`src/rtl/sram_req_arbiter_pkg.sv`:
```
// Shared definitions for the SRAM-like request arbiter.
//   ID_INST / ID_DATA : requester tags stored in the outstanding-ID FIFO
//   grant_st_e        : grant FSM states
//   SIZE_WORD         : transfer size forced onto instruction fetches
package sram_req_arbiter_pkg;

    localparam logic       ID_INST   = 1'b0;
    localparam logic       ID_DATA   = 1'b1;
    localparam logic [1:0] SIZE_WORD = 2'd2;

    typedef enum logic [1:0] {
        IDLE   = 2'd0,
        HOLD_I = 2'd1,
        HOLD_D = 2'd2
    } grant_st_e;

endpackage

```
`src/rtl/req_id_fifo.sv`:
```
// Synchronous 1-bit FIFO recording which requester owns each outstanding
// memory transaction, in issue order.
//   clk, resetn : clock, synchronous active-low reset
//   push, id_in : enqueue id_in (ignored when full)
//   pop         : dequeue the head (ignored when empty)
//   head        : oldest stored ID
//   full, empty : occupancy flags (registered count)
module req_id_fifo #(
    parameter int unsigned DEPTH = 2
) (
    input  logic clk,
    input  logic resetn,
    input  logic push,
    input  logic pop,
    input  logic id_in,
    output logic head,
    output logic full,
    output logic empty
);

    localparam int unsigned PW = (DEPTH > 1) ? $clog2(DEPTH) : 1;
    localparam int unsigned CW = $clog2(DEPTH + 1);

    logic [DEPTH-1:0] mem;
    logic [PW-1:0]    wr_ptr;
    logic [PW-1:0]    rd_ptr;
    logic [CW-1:0]    count;
    logic             do_push;
    logic             do_pop;

    function automatic logic [PW-1:0] ptr_inc(input logic [PW-1:0] p);
        return (p == PW'(DEPTH - 1)) ? '0 : p + PW'(1);
    endfunction

    assign full    = (count == CW'(DEPTH));
    assign empty   = (count == '0);
    assign head    = mem[rd_ptr];
    assign do_push = push & ~full;
    assign do_pop  = pop & ~empty;

    always_ff @(posedge clk) begin
        if (!resetn) begin
            mem    <= '0;
            wr_ptr <= '0;
            rd_ptr <= '0;
            count  <= '0;
        end else begin
            if (do_push) begin
                mem[wr_ptr] <= id_in;
                wr_ptr      <= ptr_inc(wr_ptr);
            end
            if (do_pop) begin
                rd_ptr <= ptr_inc(rd_ptr);
            end
            case ({do_push, do_pop})
                2'b10:   count <= count + CW'(1);
                2'b01:   count <= count - CW'(1);
                default: count <= count;
            endcase
        end
    end

endmodule

```
`src/rtl/sram_req_arbiter.sv`:
```
// Two-master arbiter sharing one SRAM-like port between instruction fetch
// and data access. Data has fixed priority; a presented request is held
// until mem_addr_ok, and responses are routed back in order via an ID FIFO.
//   clk, resetn              : clock, synchronous active-low reset
//   inst_*                   : instruction-fetch requester (read only)
//   data_*                   : data requester (load/store)
//   mem_*                    : shared memory-side port
//   err                      : sticky flag, mem_data_ok with nothing outstanding
module sram_req_arbiter
    import sram_req_arbiter_pkg::*;
#(
    parameter int unsigned OUTSTANDING = 2
) (
    input  logic        clk,
    input  logic        resetn,
    input  logic        inst_req,
    input  logic [31:0] inst_addr,
    output logic        inst_addr_ok,
    output logic        inst_data_ok,
    output logic [31:0] inst_rdata,
    input  logic        data_req,
    input  logic        data_wr,
    input  logic [1:0]  data_size,
    input  logic [3:0]  data_wstrb,
    input  logic [31:0] data_addr,
    input  logic [31:0] data_wdata,
    output logic        data_addr_ok,
    output logic        data_data_ok,
    output logic [31:0] data_rdata,
    output logic        mem_req,
    output logic        mem_wr,
    output logic [1:0]  mem_size,
    output logic [3:0]  mem_wstrb,
    output logic [31:0] mem_addr,
    output logic [31:0] mem_wdata,
    input  logic        mem_addr_ok,
    input  logic        mem_data_ok,
    input  logic [31:0] mem_rdata,
    output logic        err
);

    grant_st_e state;
    grant_st_e state_nxt;
    logic      sel_i;
    logic      sel_d;
    logic      fifo_full;
    logic      fifo_empty;
    logic      fifo_head;
    logic      push;
    logic      pop;

    always_ff @(posedge clk) begin
        if (!resetn) begin
            state <= IDLE;
        end else begin
            state <= state_nxt;
        end
    end

    // A HOLD state keeps its requester selected even if the FIFO is full,
    // which cannot happen: the hold began below OUTSTANDING with no push since.
    always_comb begin
        state_nxt = state;
        sel_i     = 1'b0;
        sel_d     = 1'b0;
        case (state)
            IDLE: begin
                if (!fifo_full) begin
                    if (data_req) begin
                        sel_d = 1'b1;
                        if (!mem_addr_ok) state_nxt = HOLD_D;
                    end else if (inst_req) begin
                        sel_i = 1'b1;
                        if (!mem_addr_ok) state_nxt = HOLD_I;
                    end
                end
            end
            HOLD_I: begin
                sel_i = 1'b1;
                if (mem_addr_ok) state_nxt = IDLE;
            end
            HOLD_D: begin
                sel_d = 1'b1;
                if (mem_addr_ok) state_nxt = IDLE;
            end
            default: state_nxt = IDLE;
        endcase
    end

    always_comb begin
        mem_req   = 1'b0;
        mem_wr    = 1'b0;
        mem_size  = '0;
        mem_wstrb = '0;
        mem_addr  = '0;
        mem_wdata = '0;
        if (sel_d) begin
            mem_req   = 1'b1;
            mem_wr    = data_wr;
            mem_size  = data_size;
            mem_wstrb = data_wstrb;
            mem_addr  = data_addr;
            mem_wdata = data_wdata;
        end else if (sel_i) begin
            mem_req   = 1'b1;
            mem_size  = SIZE_WORD;
            mem_addr  = inst_addr;
        end
    end

    assign inst_addr_ok = mem_addr_ok & sel_i;
    assign data_addr_ok = mem_addr_ok & sel_d;

    assign push = mem_req & mem_addr_ok;
    assign pop  = mem_data_ok & ~fifo_empty;

    req_id_fifo #(
        .DEPTH (OUTSTANDING)
    ) u_id_fifo (
        .clk    (clk),
        .resetn (resetn),
        .push   (push),
        .pop    (pop),
        .id_in  (sel_d ? ID_DATA : ID_INST),
        .head   (fifo_head),
        .full   (fifo_full),
        .empty  (fifo_empty)
    );

    assign inst_data_ok = pop & (fifo_head == ID_INST);
    assign data_data_ok = pop & (fifo_head == ID_DATA);
    assign inst_rdata   = mem_rdata;
    assign data_rdata   = mem_rdata;

    always_ff @(posedge clk) begin
        if (!resetn) begin
            err <= 1'b0;
        end else if (mem_data_ok && fifo_empty) begin
            err <= 1'b1;
        end
    end

endmodule
```
`config.mk`:
```
export PLATFORM = sky130hd
export DESIGN_NAME = sram_req_arbiter
export DESIGN_NICKNAME = d
export VERILOG_FILES = /design/src/rtl/sram_req_arbiter_pkg.sv /design/src/rtl/req_id_fifo.sv /design/src/rtl/sram_req_arbiter.sv
export SDC_FILE = /design/constraint.sdc
export NUM_CORES = 1
export LEC_CHECK = 0
export CORE_AREA = 2 2 109 111
export DETAILED_ROUTE_END_ITERATION = 8
export DIE_AREA = 0 0 111 113
export GPL_TIMING_DRIVEN = 1
export PLACE_DENSITY = 0.72
export SLEW_MARGIN = 5
export SYNTH_ARGS = -nofsm -noshare
export SYNTH_HDL_FRONTEND = slang
export SYNTH_HIERARCHICAL = 1
export SYNTH_SLANG_ARGS = --single-unit
```
`constraint.sdc`:
```
create_clock -name clk -period 2.3 [get_ports clk]
set_input_delay 0.575 -clock clk [delete_from_list [all_inputs] [get_ports clk]]
set_output_delay 0.575 -clock clk [all_outputs]
set_load 0.05 [all_outputs]
```
==> out/results.tsv <==
stage	metric	value	unit
run	# Max-Cap Violations	0	
finish	Antenna Diode Count	0	
die	Rows	39	
die	Core Region	11270	um2
synth	Yosys reg bits	9	
sta	maximum clock rate	404.8	MHz
drt	via count	2405	
critical_path	worst endpoint required time	1730	ps
sta	Final Hold Fails	0	
synth	fraction of registers with async set/reset	0	
drt	Vias per Instance	4.168	
placed_design	placer's final routability congestion estimate	0.7821	
placed_design	placed inst area	4494	um2
die	Top Ports	282	
sta	RSZ-0062 raised after global routing	true	
critical_path	crit path launch type	flip-flop	
sta	max_slew headroom	0.6719	
die	die height	113	um
sta	Setup TNS Final	-5113	ps
power_and_ir_drop	leakage power	2.125	nW
synth	Area contributors post-synth	buf_4 24%, o31ai_2 18%, and2_1 12%	
clocking	CTS buffer count	3	
finish	Layout area overhead	140.8	%
clocking	clk slew on worst S/H paths	40	ps
placed_design	Detail Placement HPWL	7103	um
grt	initial antenna violation count	0	
critical_path	CP endpoint kind	output pin	
clocking	Skew-Pair Late Insertion Delay	230	ps
sta	min Tclk post-route	2470	ps
grt	GRT Overall Usage	0.1376	
critical_path	CP Class	flip-flop to output pin	
drt	# DRC	0	
sta	Layout Skew	0.9019	ps
critical_path	worst path bufs/invs	4	
clocking	clk sinks	9	
synth	Post-synth top flop	dfxtp_1	
finish	fill count	1027	
drt	Routed Antenna Nets	0	
power_and_ir_drop	pwr dens	1257	nW/um2
sta	Setup WS post-layout	-170.4	ps
drt	Starting DRT DRC Count	65	
critical_path	largest delay contributor family on the critical path	buffers and inverters	
synth	Syn Nets	426	
synth	largest area contributor in the netlist	buf_4	
synth	EDFF count, synth	0	
drt	Routed WL	9095	um
die	Die ar.	12540	um2
run_status	status	finished with violations	
grt	largest net degree at the start of global routing	29	
die	Initial Util	0.1891	
synth	Yosys top cell area share	0.2394	
critical_path	crit path max-delay cell type	dfxtp_4	
hold_path	Min-Delay Path Class	flip-flop to flip-flop	
critical_path	worst-path cell chain	inv_4 -> ha_4 -> nor2b_4 -> a41oi_4 -> buf_12 -> buf_12 -> o31ai_4 -> buf_6	
finish	final core utilization	0.4555	
synth	Cell Area, Synth	2132	um2
power_and_ir_drop	Tot Pwr	6.455	mW
critical_path	CP Data Arrival Time	1900	ps
power_and_ir_drop	Worst VDD drop	0.6914	mV
synth	commonest cells in the netlist	68 x buf_4, 41 x and2_1, 37 x inv_1	
clocking	clock buffer depth	2	
finish	layout cells sized above 1	0.4747	
critical_path	Worst Path Max Fanout	7	
critical_path	Most Frequent Cell on Critical Path	buf_12	
finish	footprint of the multi-input gates	1629	um2
die	die width	111	um
critical_path	crit-path max cell delay	350	ps
sta	Final Slew Violations	0	
synth	synthesized area per cell	7.614	um2
sta	Hold WS	471.3	ps
drt	average wire per standard cell	15.76	um
finish	FF+latch area	186.4	um2
grt	first-pass GRT wire length	13950	um
synth	Mapped Cells	280	
synth	Seq/Total Area, Yosys	0.08451	
finish	nets	581	
clocking	CTS root buf	clkbuf_16	
drt	Pre-antenna DRT Iters	4	
synth	count leader, synth	buf_4	
synth	Warnings, synthesis	6	
finish	Finished Cell Area	5135	um2
grt	GR Overflow Total	0	
sta	Final setup viols	72	
run_status	failing checks	setup timing	
placed_design	Port Buffers	185	
sta	Slew @ Worst Pin	490.6	ps
sta	period utilization	1.074	
clocking	CTS tree	done	
grt	vias in the first global route	2732	
synth	Synth cell types	32	
clocking	H-tree levels	1	
==> repair_timing <==
action | in CTS | in global routing
pin swaps | 21 | 2
hold buffers | 0 | 0
gates cloned | 6 | 1
endpoints found under the setup margin | 78 | 76
gates resized for setup | 97 | 5
buffers inserted | 9 | 1
==> metrics by stage <==
stage	cells	worst slack, ps
global route	577	-222.6
finish	577	-170.4
CTS	575	-151.0
global placement	556	-479.1
detailed placement	556	-539.9
floorplan	280	-74.61
==> cell type report <==
type	count	area share
timing repair inverter	1	0.001706
clock buffer	4	0.01535
multi-input combinational	152	0.3173
timing repair buffer	229	0.5631
sequential	9	0.03631
tap	143	0.03484
inverter	39	0.03143
==> worst min-delay path: cells and delay by family (launching register included) <==
family,cells,cell delay (ps)
flip-flops,1,300
multiplexers,1,60
AND/OR/NAND/NOR,1,50
==> flip-flops by register name (all words and copies together) (netlist names) <==
register	count
err	1
state	2
u_id_fifo/count	2
u_id_fifo/mem	2
u_id_fifo/rd_ptr	1
u_id_fifo/wr_ptr	1
==> logic make-up (layout without fill, tap and decap cells) <==
kind of cell    count (synthesis)  count (layout)  synth area share
buf+inv                       119             273            0.3545
compound gates                 74              74            0.2999
simple gates                   64              64            0.1907
flops                           9               9           0.08451
mux                             6               6           0.02876
fa+ha+maj                       5               5           0.02934
xor+xnor                        3               3           0.01233
==> worst paths after layout <==
check	depth (start not counted)	endpoint	start	slack (ps)
worst min register to register	2	u_id_fifo/mem[1]	u_id_fifo/mem[1]	470
worst max register to register	10	u_id_fifo/count[1]	u_id_fifo/count[0]	0
worst max-delay path	8	mem_addr[1]	state[0]	-170
worst min-delay path	2	u_id_fifo/mem[1]	u_id_fifo/mem[1]	470
==> placed cells by master, fill, tap and decap left out, drive strengths merged <==
master           n
clkdlybuf4s50  107
a41oi            1
o21bai           1
and2            41
a221oi           1
and4b            1
clkbuf           5
nand2b           1
o31ai           32
xnor2            3
inv             40
ha               5
o21a             1
nand3            2
dlygate4sd2      1
or3              2
nand2            8
nor2             2
o21ai           34
nor2b            7
buf            120
dfxtp            9
a21oi            1
mux2i            5
a21boi           3
mux2             1
==> power by group <==
group          total, mW  leakage (nW)  internal, mW  switching, mW
sequential         0.228        0.0751         0.200         0.0286
clock              0.304        0.0382         0.231         0.0724
combinational       5.92          2.01          2.73           3.19
==> per-layer routing <==
layer,part of all wire,GRT usage,vias to the layer above
met5,0,0,-
met4,0.015,0.03500,0
met3,0.063,0.02732,30
met2,0.57,0.2818,112
met1,0.35,0.1413,1097
li1,-,-,1166
(Power assumes the default switching activity.)
